**config.mk**
```make
export PLATFORM = sky130hd
export DESIGN_NAME = pipe_ctrl
export DESIGN_NICKNAME = d
export VERILOG_FILES = /design/src/rtl/pipe_ctrl_pkg.sv /design/src/rtl/pipe_ctrl_cnt.sv /design/src/rtl/pipe_ctrl.sv
export SDC_FILE = /design/constraint.sdc
export NUM_CORES = 1
export LEC_CHECK = 0
export ABC_AREA = 1
export CAP_MARGIN = 25
export CORE_MARGIN = 2
export CORE_UTILIZATION = 46
export CTS_CLUSTER_SIZE = 8
export DETAILED_ROUTE_END_ITERATION = 16
export PLACE_DENSITY_LB_ADDON = 0.12
export SLEW_MARGIN = 20
export SYNTH_ARGS = -nofsm -noshare
export SYNTH_HDL_FRONTEND = slang
export SYNTH_SLANG_ARGS = --single-unit
```
**constraint.sdc**
```tcl
create_clock -name clk -period 3.88 [get_ports clk]
set_input_delay 0.388 -clock clk [delete_from_list [all_inputs] [get_ports clk]]
set_output_delay 0.388 -clock clk [all_outputs]
set_load 0.01 [all_outputs]
```
**src/rtl/pipe_ctrl_pkg.sv**
```systemverilog
// rtl/pipe_ctrl_pkg.sv - shared stall encodings, FSM states and exception constants for pipe_ctrl
package pipe_ctrl_pkg;

    // Per-stage stop masks: bit0 PC/IF, bit1 ID, bit2 EX, bit3 MEM, bit4 WB (never stopped)
    localparam logic [4:0] STALL_NONE = 5'b00000;
    localparam logic [4:0] STALL_IF   = 5'b00001;
    localparam logic [4:0] STALL_ID   = 5'b00011;
    localparam logic [4:0] STALL_EX   = 5'b00111;
    localparam logic [4:0] STALL_MEM  = 5'b01111;

    // Controller states
    typedef logic [1:0] state_t;
    localparam state_t ST_RUN   = 2'd0;
    localparam state_t ST_STALL = 2'd1;
    localparam state_t ST_FLUSH = 2'd2;

    // Exception codes and default handler entry
    localparam logic [31:0] EXC_NONE           = 32'h0000_0000;
    localparam logic [31:0] EXC_ERET           = 32'h0000_000E;
    localparam logic [31:0] EXC_VECTOR_DEFAULT = 32'h0000_0020;

    // The latest stage asking to stop wins; it also freezes every earlier stage.
    function automatic logic [4:0] stall_decode(
        input logic req_if,
        input logic req_id,
        input logic req_ex,
        input logic req_mem
    );
        logic [4:0] mask;
        if (req_mem)     mask = STALL_MEM;
        else if (req_ex) mask = STALL_EX;
        else if (req_id) mask = STALL_ID;
        else if (req_if) mask = STALL_IF;
        else             mask = STALL_NONE;
        return mask;
    endfunction

endpackage

```
**src/rtl/pipe_ctrl_cnt.sv**
```systemverilog
// rtl/pipe_ctrl_cnt.sv - stall/flush statistics counters and optional stall watchdog (PIPE_CTRL_WDOG_EN)
module pipe_ctrl_cnt #(
    parameter int WDOG_LIMIT = 1024
) (
    input  logic        i_clk,
    input  logic        i_rst,
    input  logic        i_stall_active,
    input  logic        i_flush,
    output logic [31:0] o_stall_cnt,
    output logic [15:0] o_flush_cnt,
    output logic        o_wdog_timeout,
    output logic        o_wdog_flush
);

    logic [31:0] r_stall_cnt;
    logic [15:0] r_flush_cnt;

    // Stall cycles wrap freely; flushes saturate so a long run never reads back as few flushes
    always_ff @(posedge i_clk) begin
        if (i_rst) begin
            r_stall_cnt <= '0;
            r_flush_cnt <= '0;
        end else begin
            if (i_stall_active) begin
                r_stall_cnt <= r_stall_cnt + 32'd1;
            end
            if (i_flush && (r_flush_cnt != 16'hFFFF)) begin
                r_flush_cnt <= r_flush_cnt + 16'd1;
            end
        end
    end

    assign o_stall_cnt = r_stall_cnt;
    assign o_flush_cnt = r_flush_cnt;

`ifdef PIPE_CTRL_WDOG_EN
    logic [31:0] r_wdog_cnt;
    logic        r_wdog_timeout;
    logic        r_wdog_pend;

    // Count consecutive stalled cycles; trip once at the limit and hold a flush request until taken
    always_ff @(posedge i_clk) begin
        if (i_rst) begin
            r_wdog_cnt     <= '0;
            r_wdog_timeout <= 1'b0;
            r_wdog_pend    <= 1'b0;
        end else begin
            if (!i_stall_active) begin
                r_wdog_cnt <= '0;
            end else if (r_wdog_cnt != 32'(WDOG_LIMIT)) begin
                r_wdog_cnt <= r_wdog_cnt + 32'd1;
            end

            if (i_stall_active && (r_wdog_cnt == 32'(WDOG_LIMIT - 1)) && !r_wdog_timeout) begin
                r_wdog_timeout <= 1'b1;
                r_wdog_pend    <= 1'b1;
            end else if (i_flush) begin
                r_wdog_pend <= 1'b0;
            end
        end
    end

    assign o_wdog_timeout = r_wdog_timeout;
    assign o_wdog_flush   = r_wdog_pend;
`else
    logic [31:0] w_unused_limit;

    assign w_unused_limit = 32'(WDOG_LIMIT);
    assign o_wdog_timeout = 1'b0;
    assign o_wdog_flush   = 1'b0;
`endif

endmodule

```
**src/rtl/pipe_ctrl.sv**
```systemverilog
// rtl/pipe_ctrl.sv - pipeline stall/flush controller with RUN/STALL/FLUSH FSM (watchdog via PIPE_CTRL_WDOG_EN)
module pipe_ctrl
    import pipe_ctrl_pkg::*;
#(
    parameter logic [31:0] EXC_VECTOR = EXC_VECTOR_DEFAULT,
    parameter int          WDOG_LIMIT = 1024
) (
    input  logic        clk,
    input  logic        rst,
    input  logic        stallreq_if,
    input  logic        stallreq_id,
    input  logic        stallreq_ex,
    input  logic        stallreq_mem,
    input  logic [31:0] excepttype_i,
    input  logic [31:0] cp0_epc_i,
    output logic [4:0]  stall,
    output logic        flush,
    output logic [31:0] new_pc,
    output logic [31:0] stall_cnt,
    output logic [15:0] flush_cnt,
    output logic        wdog_timeout
);

    state_t r_state;
    logic   w_exc;
    logic   w_wdog_flush;
    logic   w_stall_active;

    assign w_exc          = (excepttype_i != EXC_NONE);
    assign w_stall_active = (stall != STALL_NONE);

    // Zero-latency decode: exceptions beat stalls; the cycle after a flush only IF may hold
    always_comb begin
        stall  = STALL_NONE;
        flush  = 1'b0;
        new_pc = '0;
        if (!rst) begin
            if (r_state == ST_FLUSH) begin
                // ID/EX/MEM carry bubbles now, so their requests and exception codes are stale
                stall = stallreq_if ? STALL_IF : STALL_NONE;
            end else if (w_exc) begin
                flush  = 1'b1;
                new_pc = (excepttype_i == EXC_ERET) ? cp0_epc_i : EXC_VECTOR;
            end else if (w_wdog_flush) begin
                flush  = 1'b1;
                new_pc = EXC_VECTOR;
            end else begin
                stall = stall_decode(stallreq_if, stallreq_id, stallreq_ex, stallreq_mem);
            end
        end
    end

    // A flush always occupies exactly one FLUSH cycle; otherwise track whether anything is stalled
    always_ff @(posedge clk) begin
        if (rst) begin
            r_state <= ST_RUN;
        end else if (flush) begin
            r_state <= ST_FLUSH;
        end else if (w_stall_active) begin
            r_state <= ST_STALL;
        end else begin
            r_state <= ST_RUN;
        end
    end

    pipe_ctrl_cnt #(
        .WDOG_LIMIT (WDOG_LIMIT)
    ) u_cnt (
        .i_clk          (clk),
        .i_rst          (rst),
        .i_stall_active (w_stall_active),
        .i_flush        (flush),
        .o_stall_cnt    (stall_cnt),
        .o_flush_cnt    (flush_cnt),
        .o_wdog_timeout (wdog_timeout),
        .o_wdog_flush   (w_wdog_flush)
    );

endmodule

```
== Word level (Yosys, flattened, before mapping) ==
Index checks and enable logic that the tools add are counted.

* $add $sub $neg: 2
* Equal/unequal tests: 3
* Mux-type cells: 16
* Reductions and logical operators: 4

{| class="wikitable"
|+ Operator list
! cell !! number
|-
| $mux W32 || 4
|-
| $add A32 B1 Y32 const B || 1
|-
| $eq A32 B4 Y1 const B || 1
|-
| $reduce_bool A32 Y1 || 1
|-
| $add A16 B1 Y16 const B || 1
|-
| $mux W4 || 4
|-
| $ne A16 B16 Y1 const B || 1
|-
| $mux W1 || 5
|-
| $reduce_bool A5 Y1 || 1
|-
| $mux W2 || 2
|-
| $mux W3 || 1
|-
| $eq A2 B2 Y1 const B || 1
|-
| $reduce_or A2 Y1 || 1
|-
| $logic_and A1 B1 Y1 || 1
|}

* Flip-flop bits (word level): 50
* Output and inout port bits: 87
* Word-level logic and storage cells: 29

== Logic depth before layout (Yosys ltp) ==
Gate-level depths: netlist of run 1.

* Depth in word-level cells: 10
* Depth in mapped cells: 10
* Gate-level depth less buffers: 10

== By module ==
From an unflattened synthesis of run 1, not the netlist that was laid out.

* Cell total of the unflattened synthesis: 539
* Area total of the unflattened synthesis: 3274.4 um^2

{| class="wikitable"
|+ Modules (own cells, without submodules)
! module !! times used !! cells each !! area each (um^2)
|-
| pipe_ctrl_cnt || 1 || 399 || 2580.0
|-
| pipe_ctrl || 1 || 140 || 694.4
|}

== Worst setup path before layout of run 1 ==
Ideal clock, no wire load.

* Path kind: input to output
* Start: in excepttype_i[15]
* End: out new_pc[0]
* Arrival: 1372 ps
* Setup slack: 2120 ps
* Cell stages on the path: 8
* Path buffers: 1
* Path through: nor2_1 -> nand2_1 -> nor4_1 -> nand2_1 -> inv_1 -> buf_2 -> nand2_1 -> nor2_1

* Word-level cells in the longest chain between the ends: 5
* Elaborated cells between the ends (all ways): 6

{| class="wikitable"
|+ Ends and longest elaborated chain
! what !! line !! text
|-
| from (decl) || pipe_ctrl.sv:14 || <nowiki>input logic [31:0] excepttype_i,</nowiki>
|-
| $eq A32 B4 Y1 || pipe_ctrl.sv:43 || <nowiki>new_pc = (excepttype_i == EXC_ERET) ? cp0_epc_i : EXC_VECTOR;</nowiki>
|-
| $mux W32 || pipe_ctrl.sv:43 ||
|-
| $mux W32 (*) || pipe_ctrl.sv:41 || <nowiki>end else if (w_exc) begin</nowiki>
|-
| $mux W32 (*) || pipe_ctrl.sv:38 || <nowiki>if (r_state == ST_FLUSH) begin</nowiki>
|-
| $mux W32 (*) || pipe_ctrl.sv:37 || <nowiki>if (!rst) begin</nowiki>
|-
| to (decl) || pipe_ctrl.sv:18 || <nowiki>output logic [31:0] new_pc,</nowiki>
|}

Mark *: on every way between the ends. The rest lies on a longest branch, timed or not.

== Worst setup path in the final report of run 1 ==
* Start: in excepttype_i[23]
* End: out new_pc[13]

Same word-level chain as after synthesis.

==> impl_metrics.ini, run 1 <==
[floorplan]
die_w_um = 92.80
coreArea_um2 = 7687
die-area_um2 = 8612
io_pins = 157
die_h_um = 92.80
start_util = 0.4718
rows = 32

[routing]
vias_per_cell = 5.200
routed_wl_um = 11890
drtIter0Drc = 233
route.detailed.drc = 0
ant_nets = 0
wl_per_cell_um = 13.64
routed-via-count = 4534
dr.pass1.iters = 4

[setup_path]
path_max_fanout = 17
cpPeakStageDelay_ns = 0.56
cp_slowest_cell = clkdlybuf4s50_1
critPathKind = input port to output pin
crit_chain = clkdlybuf4s50_1 -> nor2_1 -> nand2_1 -> nor2_1 -> nand2_2 -> inv_1 -> nand2_1 -> inv_1 -> buf_4 -> nand2_1 -> nor2_1 -> clkdlybuf4s50_1
critPathBufInv = 5
cp.required_ns = 3.49
crit_path_start_kind = input port
crit_family = buffers and inverters
end_kind = output pin
cp.arrival_ns = 2.74

[logic_synthesis]
syn-cell-area_um2 = 3627
yosysWarnings = 0
synth.largest_area_cell = dfxtp_1
synth.ff_latch_count = 50
synth_top_area_frac = 0.2760
synth_cell_types = 29
synthTopCellsByArea = dfxtp_1, nand2_1, nor2_1, a21oi_1, nand4_1
postSynthAreaPerCell_um2 = 5.767
synth_seq_area_share = 0.2760
netlist_instances = 629

[timing]
min_period_over_period = 0.8067
maxSlewHeadroom = 0.6647
worst_pin_slew_ns = 0.5029
drv_slew = 0
rsz0062_at_grt = no
max_freq_mhz = 319.5
skew_ns = 0.02164
fin_tns_setup_ns = 0
hold_viol = 0
setup_viol = 0
min_period_ns = 3.130

[power]
powerDensity_nw_per_um2 = 188.9
max-vdd-ir-drop_v = 0.0001468
leakagePower_nw = 1.782

[final_layout]
fillers = 729
drive_gt1_frac = 0.03636
final_common_cell = nand2_1
syn_to_final_growth_pct = 46.33
finalInstanceArea_um2 = 5308
final_cell_mix = nand2_1, clkdlybuf4s50_1, nor2_1, dfxtp_1, a21oi_1
antennaDiodeCount = 0
nets = 842

[global_route]
grt_pass1_wl_um = 19670
grt_pass1_vias = 4280
antenna_found_initial = 0
gr-total-overflow = 0
grt_usage = 0.2763
grt_max_degree = 48

[cts]
holdBufCountCts = 0
insertion_delay_ns = 0.31
cts_tree = done
postCtsSetupBuffers = 0
clock_path_buffers = 2
clockRootBuffer = clkbuf_8
numCtsBuffers = 5
cts_resized = 0
htree_levels = 2
path_clk_slew_ns = 0.08
cts.sinks = 50

[placed_design]
hpwl_um = 8975
place_area_um2 = 5224
portBuffers = 154
place.gp.congestion = 0.8718

[run]
cap_violations = 0

[hold_path]
hold_path_class = flip-flop to flip-flop

[outcome]
status = completed
## synth_stat cells
cell and number:
xnor2_1 9, ha_1 2, inv_1 34, conb_1 1, nor4_1 1, nor3b_1 1
buf_2 10, buf_6 1, nand2_2 2, o21ai_0 8, nand4_1 33, o21ai_2 1
nand3_2 2, nand2_4 1, nor3_1 5, nand3_1 24, a21oi_1 46, clkbuf_1 15
buf_4 2, o21ai_4 1, nand2_1 224, inv_2 1, dfxtp_1 50, nand3b_1 15
xor2_1 11, nor2_1 122, clkinv_1 1, nor2_2 5, o21bai_1 1
## state kept, by name, indices dropped and copies added (netlist names)
name,cells
r_state,2
u_cnt.o_flush_cnt,16
u_cnt.o_stall_cnt,32
## area by class of cell
type / count / area [um2] / share of cell area
clock inverters: 2 / 15.01 / 0.002829
inverters: 36 / 135.1 / 0.02546
multi-input cells: 516 / 2366 / 0.4458
repair buffers: 161 / 1594 / 0.3003
flip-flops and latches: 50 / 1001 / 0.1886
clock buffers: 5 / 68.82 / 0.01297
well taps: 102 / 127.6 / 0.02405
## kinds of logic after synthesis
family	after synthesis	share of synthesized area
AND/OR/NAND/NOR	435	0.5105
AO/OA/AOI/OAI	57	0.08348
other	1	0.001034
adder cells (fa/ha/maj)	2	0.006898
XOR/XNOR	20	0.04829
flip-flops	50	0.2760
buffers and inverters	64	0.07381
## worst min-delay path, stage by stage, from the launching register on
cell	delay (ns)
dfxtp_1	0.34
nand2_1	0.07
a21oi_1	0.05
## final timing paths
kind                                       from                            endpoint  slack [ns]  cells past startpoint
max                            excepttype_i[23]                          new_pc[13]        0.75                     12
min          u_cnt.o_flush_cnt[14]$_SDFFE_PP0P_  u_cnt.o_flush_cnt[14]$_SDFFE_PP0P_        0.50                      2
max reg2reg   u_cnt.o_flush_cnt[0]$_SDFFE_PP0P_   u_cnt.o_flush_cnt[6]$_SDFFE_PP0P_        1.93                      7
min reg2reg  u_cnt.o_flush_cnt[14]$_SDFFE_PP0P_  u_cnt.o_flush_cnt[14]$_SDFFE_PP0P_        0.50                      2
## through the flow
stage                      power, W  utilization  std cells  setup WS, ns  hold slack, ns
after floorplan           0.0006054            -        630         2.120          0.5070
after global placement    0.0007019       0.6795        865        0.8211          0.4775
after detailed placement  0.0007047       0.6795        865        0.7733          0.4947
after CTS                  0.001006       0.6904        872        0.7631          0.5086
after global routing       0.001037       0.6904        872        0.5026          0.5316
final                      0.001002       0.6904        872        0.7502          0.5031
## layer usage
| metal | up-vias | global-route usage | wire length [um] |
|---|---|---|---|
| li1 | 2294 | - | - |
| met1 | 2069 | 0.3488 | 5151 |
| met2 | 159 | 0.4795 | 5724 |
| met3 | 12 | 0.06835 | 893 |
| met4 | 0 | 0.05147 | 124 |
| met5 | - | 0 | 0 |
## power by group
part / internal [W] / switching, W / leakage [nW]
Combinational: 0.0000865 / 0.0000855 / 1.34
Clock: 0.000124 / 0.000185 / 0.0362
Sequential: 0.000517 / 0.00000434 / 0.404
No activity file was read; power rests on OpenSTA's default activity.
==> run 2: changes to the inputs <==
Settings changed: CORE_UTILIZATION 46 to 39.
Clock period 3.88 ns to 2.6 ns, I/O delays scaled along.
==> impl_metrics.ini, run 2 (synthesis results as in run 1) <==
[cts]
insertion_delay_ns = 0.31
clock_path_buffers = 2
holdBufCountCts = 0
clockRootBuffer = clkbuf_8
postCtsSetupBuffers = 0
path_clk_slew_ns = 0.11
cts.sinks = 50
numCtsBuffers = 5
htree_levels = 2
cts_resized = 0
cts_tree = done

[global_route]
grt_max_degree = 48
grt_pass1_vias = 3991
grt_usage = 0.2356
grt_pass1_wl_um = 19300
gr-total-overflow = 0
antenna_found_initial = 0

[power]
p_comb_frac = 0.162
internal_power_w = 0.001201
power.switching_w = 0.0004270
switching_share = 0.2623
seqPwrFrac = 0.478
leakagePower_nw = 2.408
p_clk_frac = 0.359
max-vdd-ir-drop_v = 0.0002986
powerDensity_nw_per_um2 = 296.8

[final_layout]
fillers = 860
drive_gt1_frac = 0.04264
final_cell_mix = nand2_1, clkdlybuf4s50_1, nor2_1, dfxtp_1, a21oi_1
syn_to_final_growth_pct = 51.19
largest_reg_flops = 32
nets = 845
antennaDiodeCount = 0
final_common_cell = nand2_1

[timing]
max_freq_mhz = 416.7
skew_ns = 0.01932
hold_viol = 0
fin_tns_setup_ns = 0
drv_slew = 0
setup_viol = 0
whs_ns = 0.5004
worst_pin_slew_ns = 0.5131
maxSlewHeadroom = 0.6579
min_period_ns = 2.400
rsz0062_at_grt = no
min_period_over_period = 0.9229

[setup_path]
crit_start = excepttype_i[19]
crit_path_start_kind = input port
cp.arrival_ns = 2.14
r2r.worst_path.cells = 7
worstReg2RegStart = u_cnt.o_flush_cnt[0]$_SDFFE_PP0P_
path_max_fanout = 34
critPathKind = input port to output pin
cp.required_ns = 2.34
end_kind = output pin

[routing]
route.detailed.drc = 0
drtIter0Drc = 235
wl_per_cell_um = 13.74
dr.pass1.iters = 5
routed-via-count = 4523
ant_nets = 0
routed_wl_um = 12160
vias_per_cell = 5.111

[run]
cap_violations = 0

[floorplan]
coreArea_um2 = 9153
rows = 35
die_h_um = 100.4
die_w_um = 100.4
start_util = 0.3963
io_pins = 157
die-area_um2 = 10090

[hold_path]
hold_path_class = flip-flop to flip-flop
holdCritStartpoint = u_cnt.o_stall_cnt[31]$_SDFFE_PP0P_
hold_depth = 2

[outcome]
status = completed

[placed_design]
portBuffers = 154
place.gp.congestion = 0.9092
hpwl_um = 9036
## run 2: final timing paths
| check | to | slack [ns] |
|---|---|---|
| max | new_pc[5] | 0.20 |
| min reg2reg | u_cnt.o_stall_cnt[31]$_SDFFE_PP0P_ | 0.50 |
| min | u_cnt.o_stall_cnt[31]$_SDFFE_PP0P_ | 0.50 |
| max reg2reg | u_cnt.o_flush_cnt[14]$_SDFFE_PP0P_ | 0.64 |
## run 2: critical path: stages
cell and delay, ns:
clkdlybuf4s50_1 0.39, nor2_1 0.16, nand2_1 0.07, nor2_1 0.11, nand2_2 0.07, buf_4 0.15
o21ai_4 0.16, buf_12 0.20, nor2_1 0.07, clkdlybuf4s50_1 0.49
## run 2: per-stage QoR
stage,power (W),utilization,worst slack [ns],cell area (um2),std cells
after floorplan,0.0009034,-,1.029,3631,630
after global placement,0.001058,0.5772,0.09162,5283,877
after detailed placement,0.001058,0.5772,0.02552,5283,877
after CTS,0.001642,0.5899,0.03216,5399,885
after global routing,0.001696,0.5992,0.08079,5484,885
final,0.001628,0.5992,0.2004,5484,885
## run 2: power by group through the flow
| stage | registers (W) | clock network, W | logic [W] |
|---|---|---|---|
| floorplan | 0.000797 | 0 | 0.000106 |
| finish | 0.000779 | 0.000585 | 0.000264 |
| global placement | 0.000796 | 0 | 0.000261 |
| detailed placement | 0.000797 | 0 | 0.000262 |
| global route | 0.000780 | 0.000631 | 0.000285 |
| CTS | 0.000779 | 0.000601 | 0.000263 |
## run 2: layer usage
metal	GRT usage	routed length (um)	up-vias
met5	0	0	-
met4	0.05374	127	0
met3	0.05571	935	8
met2	0.3820	5729	173
met1	0.3179	5367	2044
li1	-	-	2298
## run 2: layout make-up
cell class / instances / area [um2] / area share
clock buffer: 5 / 68.82 / 0.01255
clock inverter: 3 / 47.55 / 0.008670
inverter: 36 / 135.1 / 0.02464
multi-input combinational: 516 / 2366 / 0.4314
sequential: 50 / 1001 / 0.1825
tap: 111 / 138.9 / 0.02533
timing repair buffer: 164 / 1727 / 0.3149
